===== src/rtl/ssd_pkg.sv =====
// Shared codes, anode patterns and scan state encoding for the 7-segment
// display controller and its helpers.
package ssd_pkg;

  localparam logic [3:0] CODE_DARK  = 4'hF;
  localparam logic [3:0] CODE_MINUS = 4'hE;
  localparam logic [3:0] AN_OFF     = 4'b1111;

  typedef enum logic {
    SHOW  = 1'b0,
    GUARD = 1'b1
  } scan_state_e;

endpackage


===== src/rtl/ssd_blink_gen.sv =====
// Free-running blink divider: phase toggles every BLINK_DIV clock cycles,
// independent of the scan sequence.
module ssd_blink_gen #(
  parameter int BLINK_DIV = 25000000
) (
  input  logic clk,
  input  logic rst_n,
  output logic phase
);

  localparam int CW = $clog2(BLINK_DIV);
  localparam logic [CW-1:0] CNT_LAST = CW'(BLINK_DIV - 1);

  logic [CW-1:0] cnt;

  always_ff @(posedge clk or negedge rst_n) begin
    if (!rst_n) begin
      cnt   <= '0;
      phase <= 1'b0;
    end else if (cnt == CNT_LAST) begin
      cnt   <= '0;
      phase <= ~phase;
    end else begin
      cnt   <= cnt + 1'b1;
    end
  end

endmodule


===== src/rtl/ssd_scan_ctrl.sv =====
// Four-digit seven-segment scan controller: double-buffered code word,
// SHOW/GUARD multiplexing, leading-zero blanking and per-digit blinking.
module ssd_scan_ctrl
  import ssd_pkg::*;
#(
  parameter int REFRESH_DIV = 100000,
  parameter int BLANK_CYC   = 16,
  parameter int BLINK_DIV   = 25000000
) (
  input  logic        clk,
  input  logic        rst_n,
  input  logic [15:0] digits,
  input  logic        load,
  input  logic        lz_blank,
  input  logic [3:0]  blink_mask,
  output logic [3:0]  bcd_out,
  output logic [3:0]  an,
  output logic        frame_done
);

  localparam int CNT_MAX = (REFRESH_DIV > BLANK_CYC) ? REFRESH_DIV : BLANK_CYC;
  localparam int CW      = $clog2(CNT_MAX);
  localparam logic [CW-1:0] SHOW_LAST  = CW'(REFRESH_DIV - 1);
  localparam logic [CW-1:0] GUARD_LAST = CW'(BLANK_CYC - 1);

  scan_state_e   state, state_nxt;
  logic [CW-1:0] cnt, cnt_nxt;
  logic [1:0]    idx, idx_nxt;
  logic [15:0]   staging, staging_nxt;
  logic [15:0]   shadow, shadow_nxt;
  logic          pending, pending_nxt;
  logic          blink_ph;
  logic          phase_end;
  logic          wrap;
  logic [3:0]    an_nxt;
  logic [3:0]    bcd_nxt;
  logic          fd_nxt;

  ssd_blink_gen #(
    .BLINK_DIV(BLINK_DIV)
  ) u_blink (
    .clk  (clk),
    .rst_n(rst_n),
    .phase(blink_ph)
  );

  // Displayed code for digit i after blink and leading-zero substitution.
  function automatic logic [3:0] eff_code(input logic [15:0] sh,
                                          input logic [1:0]  i,
                                          input logic        lz,
                                          input logic [3:0]  bm,
                                          input logic        ph);
    logic upper_nz;
    upper_nz = 1'b0;
    for (int j = 1; j <= 3; j++) begin
      if (j >= int'(i) && sh[j*4 +: 4] != 4'h0) upper_nz = 1'b1;
    end
    if (bm[i] && ph)                          eff_code = CODE_DARK;
    else if (lz && i != 2'd0 && !upper_nz)    eff_code = CODE_DARK;
    else                                      eff_code = sh[{i, 2'b00} +: 4];
  endfunction

  always_ff @(posedge clk or negedge rst_n) begin
    if (!rst_n) begin
      state   <= GUARD;
      cnt     <= '0;
      idx     <= 2'd3;
      staging <= 16'hFFFF;
      shadow  <= 16'hFFFF;
      pending <= 1'b0;
    end else begin
      state   <= state_nxt;
      cnt     <= cnt_nxt;
      idx     <= idx_nxt;
      staging <= staging_nxt;
      shadow  <= shadow_nxt;
      pending <= pending_nxt;
    end
  end

  // Shadow only changes on the wrap edge, so a frame never mixes two code words.
  always_comb begin
    phase_end   = (state == SHOW) ? (cnt == SHOW_LAST) : (cnt == GUARD_LAST);
    wrap        = (state == GUARD) && phase_end && (idx == 2'd3);
    state_nxt   = state;
    cnt_nxt     = cnt + 1'b1;
    idx_nxt     = idx;
    staging_nxt = staging;
    shadow_nxt  = shadow;
    pending_nxt = pending;
    if (phase_end) begin
      cnt_nxt = '0;
      if (state == SHOW) begin
        state_nxt = GUARD;
      end else begin
        state_nxt = SHOW;
        idx_nxt   = idx + 2'd1;
      end
    end
    if (wrap) begin
      if (load || pending) shadow_nxt = load ? digits : staging;
      pending_nxt = 1'b0;
    end else if (load) begin
      staging_nxt = digits;
      pending_nxt = 1'b1;
    end
  end

  always_comb begin
    an_nxt  = AN_OFF;
    bcd_nxt = CODE_DARK;
    fd_nxt  = (state_nxt == GUARD) && (idx_nxt == 2'd3) && (cnt_nxt == GUARD_LAST);
    if (state_nxt == SHOW) begin
      an_nxt  = ~(4'b0001 << idx_nxt);
      bcd_nxt = eff_code(shadow_nxt, idx_nxt, lz_blank, blink_mask, blink_ph);
    end
  end

  // Output stage: anode and code are registered together so they switch on one edge.
  always_ff @(posedge clk or negedge rst_n) begin
    if (!rst_n) begin
      an         <= AN_OFF;
      bcd_out    <= CODE_DARK;
      frame_done <= 1'b0;
    end else begin
      an         <= an_nxt;
      bcd_out    <= bcd_nxt;
      frame_done <= fd_nxt;
    end
  end

endmodule


===== config.mk =====
export PLATFORM = sky130hd
export DESIGN_NAME = ssd_scan_ctrl
export DESIGN_NICKNAME = d
export VERILOG_FILES = /design/src/rtl/ssd_pkg.sv /design/src/rtl/ssd_blink_gen.sv /design/src/rtl/ssd_scan_ctrl.sv
export SDC_FILE = /design/constraint.sdc
export NUM_CORES = 1
export LEC_CHECK = 0
export BUFFER_PORTS_ARGS = -buffer_cell sky130_fd_sc_hd__clkbuf_2
export CORE_ASPECT_RATIO = 0.75
export CORE_UTILIZATION = 50
export DETAILED_ROUTE_END_ITERATION = 6
export PLACE_DENSITY = 0.68
export SLEW_MARGIN = 40
export SYNTH_ARGS = -nofsm -noshare
export SYNTH_HDL_FRONTEND = slang
export SYNTH_SLANG_ARGS = --single-unit

===== constraint.sdc =====
create_clock -name clk -period 4.3 [get_ports clk]
set_input_delay 0.43 -clock clk [delete_from_list [all_inputs] [get_ports clk]]
set_output_delay 0.43 -clock clk [all_outputs]
set_load 0.01 [all_outputs]

### Word-level counts from Yosys, hierarchy flattened

Cells that the tools add are included.

| storage, ports and cells | value |
|---|---|
| bits in registers | 88 |
| output and inout bits | 9 |
| word-level logic and storage cells | 65 |

| operators by class | value |
|---|---|
| add/sub/neg operators | 3 |
| order comparisons | 3 |
| equality and inequality tests | 6 |
| shifts and indexed selects | 2 |
| muxes and demuxes | 22 |
| bitwise operators | 2 |
| reduce and logical (&&, ||, !) cells | 16 |

Operator list:

| cell | count |
|---|---|
| $mux W16 | 3 |
| $eq A17 B4 Y1 const B | 2 |
| $add A25 B1 Y25 const B | 1 |
| $eq A25 B25 Y1 const B | 1 |
| $mux W25 | 1 |
| $add A17 B1 Y17 const B | 1 |
| $eq A17 B17 Y1 const B | 1 |
| $mux W17 | 1 |
| $mux W4 | 4 |
| $shiftx A16 B5 Y4 | 1 |
| $reduce_bool A4 Y1 | 3 |
| $mux W1 | 10 |
| $logic_and A1 B1 Y1 | 9 |
| $eq A2 B2 Y1 const B | 2 |
| $mux W2 | 2 |
| $not A4 Y4 | 1 |
| $reduce_bool A2 Y1 | 2 |
| $shl A1 B2 Y4 const A | 1 |
| $lt A2 B3 Y1 const B | 1 |
| $add A2 B1 Y2 const B | 1 |
| $bmux W1 S2 | 1 |
| $ge A1 B2 Y1 const A | 1 |
| $ge A2 B2 Y1 const A | 1 |
| $logic_not A1 Y1 | 1 |
| 2 further kinds | 2 |

### Logic depth before layout (Yosys ltp)

| depth | value |
|---|---|
| depth after elaboration | 16 |
| depth in mapped cells | 9 |

### By module

Synthesis repeated with hierarchy kept, for this count alone.

| unflattened totals | value |
|---|---|
| cell total of the unflattened synthesis | 447 |
| area total of the unflattened synthesis | 4658.2 sq um |

By module, submodules not included:

| module | instances | cells each | area an instance (sq um) | seq. area each (sq um) |
|---|---|---|---|---|
| ssd_scan_ctrl | 1 | 320 | 3329.4 | 1605.3 |
| ssd_blink_gen | 1 | 127 | 1328.8 | 650.6 |

### Worst setup path after synthesis

No wires, ideal clock.

| timing | value |
|---|---|
| kind | register to register |
| start point | register cnt[0] |
| end point | register bcd_out[0] |
| arrival | 2.242 ns |
| setup slack | 1.976 ns |
| cell stages (with the launch flop) | 10 |
| buffers on the path | 2 |
| clock period less this slack | 2.324 ns |
| cell sequence | dfrtp_1 -> ha_1 -> and3_1 -> and3_1 -> buf_6 -> nand3_4 -> buf_6 -> mux2_4 -> mux4_1 -> o211ai_1 |

| on the way | value |
|---|---|
| cells in the longest elaborated chain, start to end | 16 |
| elaborated cells on any way between the ends | 30 |
| classes of those cells | order compare (2); eq/ne (2); shift (1); mux (13); reduce/logical (12) |

RTL lines:

| what | line | source |
|---|---|---|
| from (decl) | ssd_scan_ctrl.sv:27 | `logic [CW-1:0] cnt, cnt_nxt;` |
| from (signal assigned) | ssd_scan_ctrl.sv:73 | `cnt <= cnt_nxt;` |
| $eq A17 B17 Y1 or $eq A17 B4 Y1 (tied branches) | ssd_scan_ctrl.sv:83 | `phase_end = (state == SHOW) ? (cnt == SHOW_LAST) : (cnt == GUARD_LAST);` |
| $mux W1 (*) | ssd_scan_ctrl.sv:83 |  |
| $logic_and A1 B1 Y1 (2 in a row) | ssd_scan_ctrl.sv:84 | `wrap = (state == GUARD) && phase_end && (idx == 2'd3);` |
| $mux W16 | ssd_scan_ctrl.sv:100 | `if (wrap) begin` |
| $reduce_bool A4 Y1 | ssd_scan_ctrl.sv:56 | `if (j >= int'(i) && sh[j*4 +: 4] != 4'h0) upper_nz = 1'b1;` |
| $logic_and A1 B1 Y1 | ssd_scan_ctrl.sv:56 |  |
| $mux W1 (3 in a row) | ssd_scan_ctrl.sv:56 |  |
| $mux W1 | ssd_scan_ctrl.sv:113 | `if (state_nxt == SHOW) begin` |
| $logic_not A1 Y1 | ssd_scan_ctrl.sv:59 | `else if (lz && i != 2'd0 && !upper_nz) eff_code = CODE_DARK;` |
| $logic_and A1 B1 Y1 | ssd_scan_ctrl.sv:59 |  |
| $mux W4 | ssd_scan_ctrl.sv:59 |  |
| $mux W4 | ssd_scan_ctrl.sv:58 | `if (bm[i] && ph) eff_code = CODE_DARK;` |
| $mux W4 (*) | ssd_scan_ctrl.sv:113 |  |
| net bcd_nxt[0] | ssd_scan_ctrl.sv:36 | `logic [3:0] bcd_nxt;` |
| to (signal assigned) | ssd_scan_ctrl.sv:127 | `bcd_out <= bcd_nxt;` |
| to (decl) | ssd_scan_ctrl.sv:16 | `output logic [3:0] bcd_out,` |

The timed path passes the listed nets; every way through them passes the cells marked *. The select of a mux whose other input is x is not followed.
A chain may end at the register's enable or synchronous reset.

### Final worst setup path

| timing | value |
|---|---|
| start point | register cnt[0] |
| end point | register bcd_out[3] |

| on the way | value |
|---|---|
| elaborated cells on any way between the ends | 30 |
| classes of those cells | order compare (2); eq/ne (2); shift (1); mux (13); reduce/logical (12) |

RTL lines:

| what | line | source |
|---|---|---|
| $eq A17 B17 Y1 or $eq A17 B4 Y1 (tied branches) | ssd_scan_ctrl.sv:83 |  |
| $mux W1 (*) | ssd_scan_ctrl.sv:83 |  |
| $mux W2 (*) | ssd_scan_ctrl.sv:91 | `if (phase_end) begin` |
| net idx_nxt[1] | ssd_scan_ctrl.sv:28 | `logic [1:0] idx, idx_nxt;` |
| $ge A1 B2 Y1 | ssd_scan_ctrl.sv:56 |  |
| $logic_and A1 B1 Y1 | ssd_scan_ctrl.sv:56 |  |
| $mux W1 (3 in a row) | ssd_scan_ctrl.sv:56 |  |
| $mux W1 | ssd_scan_ctrl.sv:113 |  |
| $logic_not A1 Y1 | ssd_scan_ctrl.sv:59 |  |
| $logic_and A1 B1 Y1 | ssd_scan_ctrl.sv:59 |  |
| $mux W4 | ssd_scan_ctrl.sv:59 |  |
| $mux W4 (*) | ssd_scan_ctrl.sv:58 |  |
| $mux W4 (*) | ssd_scan_ctrl.sv:113 |  |
| net bcd_nxt[3] | ssd_scan_ctrl.sv:36 |  |

Marked as above.

==> flow_summary.ini <==
[status]
status = finished, final reports clean

[timing]
rsz0062_at_grt = false
max_freq_mhz = 360
period_needed_ns = 2.78
slew_headroom_pct = 53.6
tightest_slew_ns = 0.695
timing.setup.tns_ns = 0
hold_violations = 0
slew_violations = 0
timing.final.setup_violations = 0
finClkSkew_ns = 0.00964
min_period_over_period_pct = 64.6

[detailed_routing]
ant_nets = 0
wl_per_cell_um = 15.6
via_count = 3100
dr.first_iter.drc_count = 159
drt_wl_total_um = 8850
vias_per_cell = 5.46
drc_errors = 0
dr.pass1.iters = 4

[place]
place_congestion = 0.833
hpwl_um = 6360
placement.io_buffers = 32

[cts]
cts-hold-fix-buffers = 0
clk_latency_ns = 0.34
cts_buffers = 9
cts_sinks = 88
post_cts_buffers = 0
htreeDepth = 3
clockRootBuffer = clkbuf_16
cts_repair_resize_count = 0
clk_path_buf_depth = 2
clkSlewWorstSetupHoldPaths_ns = 0.06
cts_tree = done

[layout]
final_common_cell = dfrtp_1
drive_gt1_share_pct = 30.9
syn2layout_area_growth_pct = 10.4
final_nets = 478
fin_util_pct = 56.7
final_cell_mix = dfrtp_1, dfstp_2, nor2_1
diodes = 0

[setup_path]
r2r_setup_slack_ns = 1.52
worstPathArrival_ns = 3.02
r2r-end = bcd_out[3]
cp-start-kind = flip-flop
path_max_fanout = 7
endpoint = bcd_out[3]
timing.rr.start = cnt[0]
r2r_cells = 8
end_kind = flip-flop
path_class = flip-flop to flip-flop
crit_required_ns = 4.54
crit_start = cnt[0]

[logic_synthesis]
synth_cells = 422
async_flop_share_pct = 100
syn_nets = 449
yosysUniqueCellTypes = 58
netlist_area_um2 = 4630
synth_ff_type = dfrtp_1
yosys_warnings = 0
synth_edf_count = 0
ys_seq_elements = 88
yosysSeqAreaShare_pct = 48.7
avgSynthCellArea_um2 = 11.0

[grt]
grt_usage_pct = 20.4
grt_pass1_wl_um = 15300
grt_max_degree = 57
antenna_found_initial = 0
grt_pass1_vias = 3020
grt_overflow = 0

[floorplanning]
ioPinCount = 33
die_y_um = 85.3
dieArea_um2 = 9650
core_area_um2 = 9010
start_util_pct = 51.4
die-width_um = 113
rows = 30

[power_and_ir_drop]
power_density_nw_per_um2 = 325
peakVddDrop_v = 0.000194
p_leak_nw = 2.33

[job]
maxCapViolCount = 0

[worst_hold_path]
hold_class = primary input to async pin
-- state kept, by name (all words and copies together) (netlist names), 2 cells and up --
register and cells:
idx 2, u_blink.cnt 25, bcd_out 4, shadow 16, staging 16, cnt 17, an 4
-- layout make-up --
class / instances / area, um2
fill: 752 / 3900
sequential: 88 / 2260
multi-input combinational: 278 / 2110
clock buffer: 9 / 225
timing repair buffer: 35 / 185
inverter: 39 / 146
tap: 112 / 140
clock inverter: 7 / 46.3
-- routing by layer --
metal / GRT usage, % / share of wire, %
met1: 31.7 / 53
met2: 27.8 / 42
met3: 5.21 / 4.0
met4: 5.50 / 0.88
met5: 0 / 0
-- where the power goes --
group | switching (W) | total [W] | internal, W
sequential | 0.0000103 | 0.000866 | 0.000856
combinational | 0.0000441 | 0.0000786 | 0.0000345
clock | 0.000323 | 0.000714 | 0.000391
total | 0.000378 | 0.00166 | 0.00128
-- critical path, cell delays in order, from the launching register on --
cell and delay [ns]:
dfrtp_1 0.38, ha_1 0.25, and3_1 0.23, and3_1 0.34, nand2_1 0.20, a21boi_0 0.56
inv_1 0.22, o32ai_1 0.30, o211ai_1 0.19
-- synthesized netlist by cell type, types with 6 or more instances --
library cell | instances | area [um2]
xnor2_1 | 18 | 158
and3_1 | 10 | 62.6
dfstp_2 | 43 | 1130
o21ai_0 | 6 | 30.0
mux2i_1 | 19 | 190
mux2_2 | 27 | 304
dfrtp_1 | 45 | 1130
nand4_1 | 11 | 68.8
nand3_1 | 19 | 95.1
a21oi_1 | 8 | 40.0
nand2_1 | 21 | 78.8
inv_1 | 39 | 146
mux2_4 | 6 | 90.1
nor4_1 | 6 | 37.5
xor2_1 | 18 | 158
nor2_1 | 40 | 150
-- logic make-up after synthesis --
logic type                 after synthesis  share of synthesized area [%]
AOI/OAI and AO/OA                       39                           5.81
xor gates and xnor gates                37                           7.16
adders and majority gates                3                          0.811
buffers and inverters                   56                           5.79
DFF                                     88                           48.7
muxes                                   56                           14.7
and+or+nand+nor                        143                           17.0
-- stage by stage --
step | area (um2) | setup slack (ns) | power (W) | cells | hold WS [ns]
after floorplan | 4630 | 1.98 | 0.000916 | 422 | 0.134
after global placement | 4830 | 1.66 | 0.000958 | 552 | 0.456
after detailed placement | 4830 | 1.57 | 0.000960 | 552 | 0.469
after CTS | 5110 | 1.55 | 0.00168 | 568 | 0.160
after global routing | 5110 | 1.26 | 0.00173 | 568 | 0.185
final | 5110 | 1.52 | 0.00166 | 568 | 0.123
-- how the worst min path moves through the flow --
stage                                  to  slack, ns  cells after the start       startpoint
after CTS                          cnt[7]       0.16                      1            rst_n
after floorplan                    cnt[0]       0.13                      0            rst_n
after global routing              cnt[10]       0.19                      1            rst_n
final                              cnt[7]       0.12                      1            rst_n
after global placement    u_blink.cnt[12]       0.46                      1  u_blink.cnt[12]
after detailed placement   u_blink.cnt[4]       0.47                      1   u_blink.cnt[4]
No activity file was read; power rests on OpenSTA's default activity.
